`config.mk`:
```
export PLATFORM = sky130hd
export DESIGN_NAME = regfile_dump_engine
export DESIGN_NICKNAME = d
export VERILOG_FILES = /design/src/rtl/regfile_dump_engine.sv
export SDC_FILE = /design/constraint.sdc
export NUM_CORES = 1
export LEC_CHECK = 0
export ABC_AREA = 1
export CORE_UTILIZATION = 46
export DETAILED_ROUTE_END_ITERATION = 10
export PLACE_DENSITY = 0.88
export SYNTH_ARGS = -nofsm -noshare
export SYNTH_HDL_FRONTEND = slang
export SYNTH_SLANG_ARGS = --single-unit
```
`constraint.sdc`:
```
create_clock -name CLK -period 1.5 [get_ports CLK]
set_input_delay 0.375 -clock CLK [delete_from_list [all_inputs] [get_ports CLK]]
set_output_delay 0.375 -clock CLK [all_outputs]
set_load 0.01 [all_outputs]
```
`src/rtl/regfile_dump_engine.sv`:
```
`default_nettype none
// ============================================================================
// Module   : regfile_dump_engine
// Purpose  : Debug/trace reader for the register file. On an accepted start
//            it walks register indices first_reg..last_reg (wrapping past the
//            top index), reads each word through the read-select port and
//            streams it out over a valid/ready handshake. The handshake
//            carries the index and a last flag. It also keeps an XOR checksum
//            of the accepted words and pulses done when the walk finishes.
// Ports    : CLK, nRST             clock, async active-low reset
//            start, abort          dump request / cancel
//            first_reg, last_reg   index range, latched on accepted start
//            rsel, rdat            register file read select / read data
//            dump_valid/ready      output stream handshake
//            dump_data/index/last  output stream payload
//            busy, done, checksum  status
// Revision : 1.0 - initial release
// ============================================================================
module regfile_dump_engine #(
  parameter int DATA_W = 32,
  parameter int ADDR_W = 5
) (
  input  logic              CLK,
  input  logic              nRST,
  input  logic              start,
  input  logic              abort,
  input  logic [ADDR_W-1:0] first_reg,
  input  logic [ADDR_W-1:0] last_reg,
  output logic [ADDR_W-1:0] rsel,
  input  logic [DATA_W-1:0] rdat,
  output logic              dump_valid,
  input  logic              dump_ready,
  output logic [DATA_W-1:0] dump_data,
  output logic [ADDR_W-1:0] dump_index,
  output logic              dump_last,
  output logic              busy,
  output logic              done,
  output logic [DATA_W-1:0] checksum
);

  typedef enum logic [1:0] {
    S_IDLE = 2'd0,
    S_READ = 2'd1,
    S_SEND = 2'd2,
    S_DONE = 2'd3
  } state_t;

  state_t              state_q, state_d;
  logic [ADDR_W-1:0]   idx_q, idx_d;
  logic [ADDR_W-1:0]   last_q, last_d;
  logic                valid_q, valid_d;
  logic [DATA_W-1:0]   data_q, data_d;
  logic [ADDR_W-1:0]   index_q, index_d;
  logic                dlast_q, dlast_d;
  logic [DATA_W-1:0]   ck_q, ck_d;

  always_ff @(posedge CLK or negedge nRST) begin
    if (!nRST) begin
      state_q <= S_IDLE;
      idx_q   <= '0;
      last_q  <= '0;
      valid_q <= 1'b0;
      data_q  <= '0;
      index_q <= '0;
      dlast_q <= 1'b0;
      ck_q    <= '0;
    end else begin
      state_q <= state_d;
      idx_q   <= idx_d;
      last_q  <= last_d;
      valid_q <= valid_d;
      data_q  <= data_d;
      index_q <= index_d;
      dlast_q <= dlast_d;
      ck_q    <= ck_d;
    end
  end

  always_comb begin
    state_d = state_q;
    idx_d   = idx_q;
    last_d  = last_q;
    valid_d = valid_q;
    data_d  = data_q;
    index_d = index_q;
    dlast_d = dlast_q;
    ck_d    = ck_q;

    case (state_q)
      S_IDLE: begin
        if (start) begin
          idx_d   = first_reg;
          last_d  = last_reg;
          ck_d    = '0;
          state_d = S_READ;
        end
      end

      S_READ: begin
        if (abort) begin
          valid_d = 1'b0;
          dlast_d = 1'b0;
          state_d = S_IDLE;
        end else begin
          // rdat is combinational from rsel (= idx_q), so it is valid now
          data_d  = rdat;
          index_d = idx_q;
          dlast_d = (idx_q == last_q);
          valid_d = 1'b1;
          state_d = S_SEND;
        end
      end

      S_SEND: begin
        // abort wins over a coincident handshake; that word is not counted
        if (abort) begin
          valid_d = 1'b0;
          dlast_d = 1'b0;
          state_d = S_IDLE;
        end else if (dump_ready) begin
          ck_d    = ck_q ^ data_q;
          valid_d = 1'b0;
          if (dlast_q) begin
            state_d = S_DONE;
          end else begin
            // natural ADDR_W-bit overflow gives the wrap past the top index
            idx_d   = idx_q + 1'b1;
            state_d = S_READ;
          end
        end
      end

      S_DONE: begin
        state_d = S_IDLE;
      end

      default: begin
        state_d = S_IDLE;
      end
    endcase
  end

  // idx_q only changes on entry to READ, so rsel holds its value elsewhere
  assign rsel       = idx_q;
  assign dump_valid = valid_q;
  assign dump_data  = data_q;
  assign dump_index = index_q;
  assign dump_last  = dlast_q;
  assign busy       = (state_q != S_IDLE);
  assign done       = (state_q == S_DONE);
  assign checksum   = ck_q;

endmodule
`default_nettype wire

```
# ---- Yosys cells after proc, flatten, opt, wreduce, memory -nomap -nowiden
# Index checks and enable logic that the tools add are counted.
# Widths: inputs -> output; s select.
dict set report word_totals {
  input_bits 47
  out_inout_bits 78
  ff_bits 83
}
dict set report classes {
  n_bitwise 2
  add_sub_neg 1
  reduce_logical 11
  muxes 22
  eq_ne 10
}
# operator count
set op_table {}
lappend op_table {{$mux 32} 3}
lappend op_table {{$pmux 32 s2} 1}
lappend op_table {{$xor 32x32->32} 1}
lappend op_table {{$mux 5} 4}
lappend op_table {{$mux 2} 5}
lappend op_table {{$ne 2x2->1 const B} 5}
lappend op_table {{$pmux 5 s2} 1}
lappend op_table {{$reduce_and 2->1} 5}
lappend op_table {{$pmux 2 s4} 1}
lappend op_table {{$reduce_bool 2->1} 3}
lappend op_table {{$add 5x1->5 const B} 1}
lappend op_table {{$eq 5x5->1} 1}
lappend op_table {{$mux 1} 5}
lappend op_table {{$reduce_and 5->1} 1}
lappend op_table {{$eq 2x2->1 const B} 2}
lappend op_table {{$pmux 1 s2} 2}
lappend op_table {{$reduce_and 4->1} 1}
lappend op_table {{$ne 3x3->1 const B} 1}
lappend op_table {{$eq 2x1->1 const B} 1}
lappend op_table {{$logic_not 2->1} 1}
lappend op_table {{$not 1->1} 1}

# ---- Depth between registers and ports, before layout
dict set report depth {
  depth_word 5
  mapped_depth 8
  mapped_depth_nobuf 8
}

# ---- Worst setup path before layout
# OpenSTA, ideal clock, no wires.
dict set report synth_path {
  path_type {register -> register}
  from {register idx_q[0] (netlist: rsel[0])}
  to {register idx_q[2] (netlist: rsel[2])}
  setup_time_ns 0.117
  stages_incl_launch_ff 7
  t_arrival_ns 1.182
  required_time_ns 1.383
  setup_slack_ns 0.201
  synth_period_minus_slack_ns 1.299
  path_cell_list {dfrtp_1 -> ha_1 -> or2_2 -> nand3_1 -> nand2_1 -> nand2_1 -> nand2_1}
}
dict set report synth_via {
  elab_chain_cells 5
}
# element line_no
set synth_lines {}
lappend synth_lines {{from (decl)} 49} ;# logic [ADDR_W-1:0] idx_q, idx_d;
lappend synth_lines {{from (signal assigned)} 69} ;# idx_q <= idx_d;
lappend synth_lines {{$add 5x1->5} 127} ;# idx_d = idx_q + 1'b1;
lappend synth_lines {{$mux 5} 123} ;# if (dlast_q) begin
lappend synth_lines {{$mux 5} 120} ;# end else if (dump_ready) begin
lappend synth_lines {{$mux 5} 116} ;# if (abort) begin
lappend synth_lines {{$pmux 5 s2} 89} ;# case (state_q)
# Every way passes these cells. The select of a mux whose other input is x is not followed.
# A chain may end at the register's enable or synchronous reset.

# ---- Final worst setup path
dict set report layout_path {
  from {register state_q[1]}
  to {output port busy}
}
dict set report layout_via {
  elab_chain_cells 1
}
# element line_no
set layout_lines {}
lappend layout_lines {{from (decl)} 48} ;# state_t state_q, state_d;
lappend layout_lines {{from (signal assigned)} 68} ;# state_q <= state_d;
lappend layout_lines {{$reduce_bool 2->1} 149} ;# assign busy = (state_q != S_IDLE);
lappend layout_lines {{to (decl)} 36} ;# output logic busy,
# Every way passes these cells.

==> flow_metrics.tcl <==
set metrics [dict create \
    status "complete, no violations" \
    die-width_um 92.0 \
    fmax_mhz 667 \
    hold_ws_ps 393 \
    p_int_mw 6.89 \
    area.growth.synth_to_final_pct 54.3 \
    postRouteAntennaNets 0 \
    slowest_stage "dfrtp_1" \
    critical_path.cell_chain "buf_4 > nor2_4 > inv_1 > buf_2" \
    rsz0062_at_grt "true" \
    combPwrFrac 0.513 \
    synthDistinctLibCells 21 \
    core_area_sq_um 7770 \
    fin_util 0.739 \
    critPathMaxFanout 2 \
    overflow 0 \
    die_area_sq_um 8460 \
    layout-drive-gt1-share 0.138 \
    end_kind "output port" \
    dp_hpwl_um 6620 \
    skew_ps 13.2 \
    drc 0 \
    netlist_area_sq_um 3720 \
    ys_seq_area_frac 0.558 \
    finalMaxSlewViolations 0 \
    cts_htree_levels 3 \
    wl_per_cell_um 14.7 \
    fin_crit_sh 0.999 \
    grt_use_total 0.236 \
    root_buffer "clkbuf_8" \
    ios 125 \
    vias 3554 \
    synth_seq_cells 83 \
    p_switching_mw 4.59 \
    wirelength_um 10500 \
    p_leak_nw 3.28 \
    path_buf_inv 3 \
    startpoint_type "register" \
    clkTransAtPathRegs_ps 80 \
    numCtsBuffers 9 \
    nNetsFinal 653 \
    cap_violations 0 \
    power.share.clock 0.145 \
    crit_required_ps 1120 \
    grt_pass1_wl_um 15800 \
    die_h_um 92.0 \
    pwr_density_cell_nw_per_um2 2000 \
    start_util 0.479 \
    via_per_inst 5.01 \
    grt_antenna_before_repair 0 \
    gp_congestion 0.827 \
    syn-num-nets 490 \
    grt_max_degree 46 \
    ys_warn_count 0 \
    p_sw_frac 0.399 \
    tightest_slew_ps 263 \
    ctsLongestPathBuffers 2 \
    antenna_cells 0 \
    seq_power_share 0.342 \
    grt_pass1_vias 3504 \
    io_buffer_count 124 \
    p_total_mw 11.5 \
    period_minus_slack_ps 1500 \
    cp.arrival_ps 1120 \
    worstSetupPathType "reg -> out" \
    ir_drop_mv 1.09 \
    tritoncts "done" \
    cts.sinks 83 \
    slowest_delay_ps 380 \
    synth_area_per_cell_sq_um 8.42 \
    clk_latency_ps 340 \
    num_rows 32 \
    min_path_type "in -> async" \
    drt_pass1_iterations 4 \
    crit_family "flip-flops" \
    design_area_sq_um 5740 \
    timing_hold_violations_final 0 \
    maxSlewHeadroom 0.825 \
    place_area_sq_um 5240 \
    finalSetupViolations 0 \
    first_iter_violations 149 \
    synth_cells 442 \
]
## cell type report
class                      count  area, sq um
clock inverter                 3         65.1
multi-input combinational    321         1560
inverter                      20         95.1
fill                         600         2020
timing repair buffer         170         1690
clock buffer                  11          131
sequential                    83         2080
tap                          102          128
## logic make-up after synthesis
kind of cell             share of synthesized area
AND/OR/NAND/NOR                              0.294
flip-flops                                   0.558
buffers and inverters                       0.0447
XOR/XNOR                                    0.0776
AO/OA/AOI/OAI                               0.0218
adder cells (fa/ha/maj)                    0.00336
## power groups by stage
stage               Clock, mW  Combinational, mW  Sequential [mW]
floorplan                   0               2.19             4.30
global placement            0               5.19             3.98
detailed placement          0               5.35             4.02
CTS                      1.68               5.10             3.90
global route             1.78               6.43             4.04
finish                   1.66               5.89             3.93
## metal layers
| layer | routed length (um) | share of wire | global-route usage | vias to the layer above |
|---|---|---|---|---|
| li1 | - | - | - | 1700 |
| met1 | 4180 | 0.40 | 0.274 | 1711 |
| met2 | 5530 | 0.53 | 0.436 | 121 |
| met3 | 550 | 0.053 | 0.0439 | 22 |
| met4 | 204 | 0.019 | 0.0794 | 0 |
| met5 | 0 | 0 | 0 | - |
## stage by stage
stage / setup TNS (ps) / setup slack, ps / std cells
global placement: -9100 / -162 / 673
CTS: -1480 / -102 / 701
floorplan: 0 / 201 / 442
finish: 0 / 1.37 / 710
detailed placement: -12210 / -243 / 673
global route: -1740 / -72.1 / 710
## state kept, by name, indices dropped and copies added (netlist names)
register / count
checksum: 32
dump_last: 1
dump_data: 32
dump_index: 5
dump_valid: 1
rsel: 5
state_q: 2
last_q: 5
## final timing paths
check | to | cells past startpoint | slack, ps | from
worst max-delay path | busy | 4 | 1 | state_q[1]
worst min-delay path | dump_data[1] | 2 | 390 | nRST
worst max register to register | checksum[7] | 8 | 20 | state_q[1]
worst min register to register | dump_index[2] | 2 | 480 | dump_index[2]
max in group asynchronous | dump_data[19] | 3 | 630 | nRST
min in group CLK | dump_index[2] | 2 | 480 | dump_index[2]
## repair_timing
action / 4_1_cts / 5_1_grt
gates resized for setup: 85 / 34
pin swaps: 1 / 10
hold buffers: 1 / 0
setup buffers: 13 / 2
hold endpoints to repair: 6 / 0
gates cloned: 0 / 7
setup endpoints to repair: 78 / 76
## Yosys cell counts, drive strengths merged
| master | count | area [sq um] |
|---|---|---|
| xnor2 | 1 | 8.76 |
| o21ai | 9 | 45.0 |
| ha | 1 | 12.5 |
| a21oi | 6 | 30.0 |
| nand2 | 216 | 811 |
| or2 | 1 | 6.26 |
| a31oi | 1 | 6.26 |
| clkbuf | 5 | 18.8 |
| buf | 13 | 72.6 |
| xor2 | 32 | 280 |
| inv | 20 | 75.1 |
| nand4 | 4 | 25.0 |
| nor2 | 9 | 43.8 |
| dfrtp | 83 | 2080 |
| nand3 | 41 | 210 |
## layout by cell type (no fill, tap or decap), drive strengths merged
cell type	netlist	routed
nand2	216	216
dfrtp	83	83
nand3	41	41
nand4	4	4
nor2	9	9
clkbuf	5	18
dlygate4sd2	0	76
xnor2	1	1
clkdlybuf4s50	0	45
o21ai	9	9
bufinv	0	2
clkinv	0	2
a31oi	1	1
xor2	32	32
dlygate4sd3	0	1
ha	1	1
inv	20	19
a21oi	6	6
or2	1	1
buf	13	41
## worst reg2reg max path: cells and delay by family (launching register included)
kind                   cells  cell delay, ps
buffers and inverters      4             550
DFF                        1             380
and+or+nand+nor            3             290
AOI/OAI and AO/OA          1             180
Power figures use the tool's default switching activity.
